File: src/rtl/xor_share_arbiter.sv
// Round-robin arbiter sharing one switch-level xor2 cell among N requesters.
// Latency: gnt one clock after request, ack SETTLE_CYC clocks after gnt; one op per SETTLE_CYC+2 clocks.
// Backpressure: requesters hold req until their one-cycle ack; others wait, served in pointer order.
//
// Ports:
//   clk, rst       rising-edge clock, synchronous active-high reset
//   req/a_in/b_in  per-requester request level and operands
//   gnt/ack        one-hot grant (whole op) and one-hot one-cycle completion pulse
//   res_out        XOR result, valid while ack is high, held until the next capture
//   busy           high while an op is settling or completing
//   xa/xb/xc       operands to and result from the shared xor2 cell
module xor_share_arbiter #(
  parameter int N          = 4,
  parameter int SETTLE_CYC = 2
) (
  input  logic         clk,
  input  logic         rst,
  input  logic [N-1:0] req,
  input  logic [N-1:0] a_in,
  input  logic [N-1:0] b_in,
  output logic [N-1:0] gnt,
  output logic [N-1:0] ack,
  output logic         res_out,
  output logic         busy,
  output logic         xa,
  output logic         xb,
  input  logic         xc
);

  localparam int IW = (N > 1) ? $clog2(N) : 1;
  localparam int CW = (SETTLE_CYC > 1) ? $clog2(SETTLE_CYC) : 1;
  localparam logic [N-1:0] ONE = {{(N-1){1'b0}}, 1'b1};

  typedef enum logic [1:0] {
    IDLE   = 2'd0,
    SETTLE = 2'd1,
    DONE   = 2'd2
  } state_t;

  state_t        state;
  logic [IW-1:0] ptr;    // highest-priority requester for the next arbitration
  logic [IW-1:0] w;      // winner of the op in flight
  logic [CW-1:0] cnt;    // settle clocks remaining after the current one
  logic [IW-1:0] win;
  logic [IW-1:0] idx;
  logic          found;

  // Rotating priority search: first set req bit at ptr, ptr+1, ... mod N.
  always_comb begin
    found = 1'b0;
    win   = '0;
    idx   = '0;
    for (int i = 0; i < N; i++) begin
      idx = IW'((int'(ptr) + i) % N);
      if (!found && req[idx]) begin
        found = 1'b1;
        win   = idx;
      end
    end
  end

  always_ff @(posedge clk) begin
    if (rst) begin
      state   <= IDLE;
      gnt     <= '0;
      ack     <= '0;
      busy    <= 1'b0;
      res_out <= 1'b0;
      xa      <= 1'b0;
      xb      <= 1'b0;
      ptr     <= '0;
      cnt     <= '0;
      w       <= '0;
    end else begin
      case (state)
        IDLE: begin
          // xa/xb keep their last values while nobody is requesting.
          if (found) begin
            w     <= win;
            gnt   <= ONE << win;
            xa    <= a_in[win];
            xb    <= b_in[win];
            cnt   <= CW'(SETTLE_CYC - 1);
            busy  <= 1'b1;
            state <= SETTLE;
          end
        end
        SETTLE: begin
          // Operands stay frozen; the cell gets SETTLE_CYC full clocks before xc is sampled.
          if (cnt != '0) begin
            cnt <= cnt - 1'b1;
          end else begin
            res_out <= xc;
            ack     <= ONE << w;
            state   <= DONE;
          end
        end
        DONE: begin
          ack   <= '0;
          gnt   <= '0;
          busy  <= 1'b0;
          ptr   <= (w == IW'(N - 1)) ? '0 : w + 1'b1;
          state <= IDLE;
        end
        default: state <= IDLE;
      endcase
    end
  end

endmodule

File: config.mk
export PLATFORM = sky130hd
export DESIGN_NAME = xor_share_arbiter
export DESIGN_NICKNAME = d
export VERILOG_FILES = /design/src/rtl/xor_share_arbiter.sv
export SDC_FILE = /design/constraint.sdc
export NUM_CORES = 1
export LEC_CHECK = 0
export BUFFER_PORTS_ARGS = -buffer_cell sky130_fd_sc_hd__buf_2
export CORE_ASPECT_RATIO = 1.1
export CORE_MARGIN = 2
export CORE_UTILIZATION = 54
export DETAILED_ROUTE_END_ITERATION = 6
export GPL_TIMING_DRIVEN = 0
export PLACE_DENSITY = 0.91
export REMOVE_ABC_BUFFERS = 1
export SLEW_MARGIN = 20
export SYNTH_ARGS = -nofsm -noshare
export SYNTH_HDL_FRONTEND = slang
export SYNTH_SLANG_ARGS = --single-unit
File: constraint.sdc
create_clock -name clk -period 4.8 [get_ports clk]
set_input_delay 1.2 -clock clk [delete_from_list [all_inputs] [get_ports clk]]
set_output_delay 1.2 -clock clk [all_outputs]
set_load 0.05 [all_outputs]
==> results.cfg <==
[cts]
clk-insertion-delay-late_ps = 310
cts_tree = built
cts.reportedPaths.clkPinSlew_ps = 110
post_cts_repair_timing_setup_buffer_count = 0
holdBufCountCts = 0
cts_buffer_depth = 2
cts_root_buf = sky130_fd_sc_hd__clkbuf_4
clock_tree.htree_level_count = 1
numCtsBuffers = 3
cts_sinks = 19
cts.repair.resized = 0

[drt]
routed_wire_length_per_instance_um = 14.3
drt-pass1-iter-count = 4
ant_nets = 0
drtIter0Drc = 28
drc = 0
vias_per_cell = 5.97
via_count = 961
routed_wl_um = 2300

[floorplan]
std_cell_rows = 16
pin_count = 27
die-area_mm2 = 0.00215
die_w_um = 44.4
die_height_um = 48.4
core-area_mm2 = 0.00174
initial_utilization_pct = 55.7

[power_and_ir_drop]
p_int_uw = 237
p_leak_nw = 0.496
cellPowerDensity_mw_per_mm2 = 333
power.clock.fraction_pct = 22.5
p_comb_share_pct = 28.5
netSwitchingFraction_pct = 37.0
vdd_ir_drop_max_uv = 194
power_switching_uw = 139
seq_power_share_pct = 49.0

[timing]
rsz_0062_raised_after_global_routing = false
clock_skew_ps = 3.29
finalMaxSlewViolations = 0
fin_ws_ps = 2500
max_freq_mhz = 436
post-route-min-period_ps = 2300
relSlewSlack_pct = 66.2
final_min_period_over_clock_period_pct = 47.8
setup-tns-final_ps = 0
timing_worst_slew_pin_value_ps = 506
hold_viol_final = 0
setup_viol = 0

[critical_path]
setup_crit_start_kind = input pin
r2r_setup_slack_ps = 3090
arrival_time_reported_for_the_critical_path_endpoint_ps = 2500
worst-path-buf-inv = 1
critPathMaxStageDelay_ps = 480
crit-reg2reg-capture = gnt[3]
r2r.worst_path.cells = 5
path_delay_family = simple AND/OR/NAND/NOR gates
largest_fanout_of_any_net_on_the_critical_path = 10
critical_path_cell_count = 6
setup.worst_path.class = input pin to flop
slowest_cell_on_the_critical_path = sky130_fd_sc_hd__nor4_2
cp_cell_sequence = buf_2 -> nor4_2 -> or3_1 -> nor3_1 -> a22oi_1 -> nor2_1
crit_required_ps = 5000
setup.worst_path.end_class = flop
rr_startpoint = ptr[1]

[global_routing]
grt.busiest_layer = met2
number_of_global_route_vias_before_repair = 903
grt_use_total_pct = 23.8
grt.met3_usage_pct = 2.61
gr-usage-met1_pct = 29.9
global_route.overflow_total = 0
grt_max_degree = 19
grt_first_pass_wirelength_um = 3930
grt_antenna_before_repair = 0
grt_util_met2_pct = 38.2

[min_path]
hp-start = res_out
hold_critical_path_endpoint = res_out
worst_hold_path.num_cells = 2
hold_path.class = flop to flop

[finish]
antenna-diode-count = 0
layout-drive-gt1-share_pct = 24.5
syn_to_final_growth_pct = 16.4
design.final.nets = 163
layout.filler_cells = 149

[job]
reported_max_cap_violation_count = 0

[yosys]
mappedNetlistArea_um2 = 970
ys_seq_elements = 19
post_synth_inst_count = 118
synth-seq-area-share_pct = 39.2
synthFlopType = sky130_fd_sc_hd__dfxtp_1
yosys_warn_count = 0
post_synth.cell_area_avg_um2 = 8.22
ys_async_sr_fraction_pct = 0
synth_unique_cells = 32
synth_edf_count = 0

[outcome]
run_status = finished clean

[placed_design]
dp_worst_setup_slack_ps = 2190
routabilityCongestion = 0.805
io_buffer_count = 26
post-dp-hpwl_um = 1700
## state kept, by name, indices dropped and copies added (netlist names)
register and count:
gnt 4, cnt 1, ack 4, xb 1
res_out 1, ptr 2, state 2, w 2
xa 1, busy 1
## per-layer routing
layer / part of all wire (%) / routed length, um / vias to the layer above
li1: - / - / 477
met1: 43 / 1000 / 437
met2: 48 / 1100 / 34
met3: 3.6 / 82 / 13
met4: 5.2 / 120 / 0
met5: 0 / 0 / -
## synthesized netlist by cell type (2+ instances only)
master	instances	area [um2]
sky130_fd_sc_hd__inv_1	4	15.0
sky130_fd_sc_hd__nor2_1	20	75.1
sky130_fd_sc_hd__o22ai_1	2	12.5
sky130_fd_sc_hd__mux2i_1	3	30.0
sky130_fd_sc_hd__nor3_1	5	25.0
sky130_fd_sc_hd__nand2_1	4	15.0
sky130_fd_sc_hd__a21oi_1	16	80.1
sky130_fd_sc_hd__clkbuf_1	3	11.3
sky130_fd_sc_hd__a22oi_1	7	52.6
sky130_fd_sc_hd__o21ai_0	4	20.0
sky130_fd_sc_hd__ha_1	4	50.1
sky130_fd_sc_hd__buf_2	2	10.0
sky130_fd_sc_hd__nand2b_1	5	31.3
sky130_fd_sc_hd__a221oi_1	2	17.5
sky130_fd_sc_hd__dfxtp_1	19	380
sky130_fd_sc_hd__nor2b_1	2	12.5
## power by group through the flow
stage / Combinational [mW] / Clock, mW / Sequential [mW]
6_report: 0.107 / 0.0844 / 0.184
5_1_grt: 0.117 / 0.0899 / 0.186
4_1_cts: 0.107 / 0.0845 / 0.184
3_5_place_dp: 0.107 / 0 / 0.188
3_3_place_gp: 0.103 / 0 / 0.186
2_1_floorplan: 0.0470 / 0 / 0.215
## worst reg2reg max path: cells and delay by family, from the launching register on
kind / cells / cell delay, ps
compound gates: 2 / 380
flops: 1 / 510
mux: 1 / 380
simple gates: 2 / 400
## metrics by stage
stage | hold WS (ps) | instance area (um2) | std cells | utilization, % | power, mW
after CTS | 489 | 1130 | 161 | 64.8 | 0.376
after detailed placement | 473 | 1100 | 157 | 63.2 | 0.294
after global placement | 441 | 1100 | 157 | 63.2 | 0.289
after global routing | 521 | 1130 | 161 | 64.8 | 0.393
after floorplan | 463 | 948 | 113 | - | 0.262
final | 481 | 1130 | 161 | 64.8 | 0.376
## cell families (layout without fill, tap and decap cells)
| logic type | after synthesis | count (layout) | share of synthesized area (%) |
|---|---|---|---|
| AO/OA/AOI/OAI | 38 | 38 | 25.5 |
| flip-flops | 19 | 19 | 39.2 |
| multiplexers | 4 | 4 | 4.26 |
| buffers and inverters | 11 | 36 | 4.51 |
| adder cells (fa/ha/maj) | 4 | 4 | 5.16 |
| AND/OR/NAND/NOR | 42 | 42 | 21.3 |
## cells in the final DEF, fill, tap and decap left out, types with 2 or more instances in the layout
cell / netlist / layout
sky130_fd_sc_hd__nor2b_1: 2 / 2
sky130_fd_sc_hd__inv_1: 4 / 4
sky130_fd_sc_hd__mux2i_1: 3 / 3
sky130_fd_sc_hd__nor3_1: 5 / 5
sky130_fd_sc_hd__buf_2: 2 / 26
sky130_fd_sc_hd__clkbuf_4: 0 / 3
sky130_fd_sc_hd__nor2_1: 20 / 20
sky130_fd_sc_hd__a221oi_1: 2 / 2
sky130_fd_sc_hd__a21oi_1: 16 / 16
sky130_fd_sc_hd__o21ai_0: 4 / 4
sky130_fd_sc_hd__nand2b_1: 5 / 5
sky130_fd_sc_hd__ha_1: 4 / 4
sky130_fd_sc_hd__dfxtp_1: 19 / 19
sky130_fd_sc_hd__o22ai_1: 2 / 2
sky130_fd_sc_hd__nand2_1: 4 / 4
sky130_fd_sc_hd__a22oi_1: 7 / 7
## final cells by class
class / count / area (um2) / share of cell area, %
Tap cell: 18 / 22.5 / 2.00
Sequential cell: 19 / 380 / 33.7
Multi-Input combinational cell: 88 / 546 / 48.3
Inverter: 6 / 22.5 / 2.00
Timing Repair Buffer: 26 / 130 / 11.5
Clock inverter: 1 / 5.00 / 0.443
Clock buffer: 3 / 22.5 / 2.00
## worst max path at each step
stage | start | end | slack (ps)
3_5_place_dp | req[0] | gnt[3] | 2190
5_1_grt | req[0] | gnt[3] | 2390
3_3_place_gp | req[0] | gnt[3] | 2190
4_1_cts | req[0] | gnt[3] | 2510
2_1_floorplan | req[3] | xa | 2570
6_report | req[0] | gnt[3] | 2500
No activity file was read; power rests on OpenSTA's default activity.
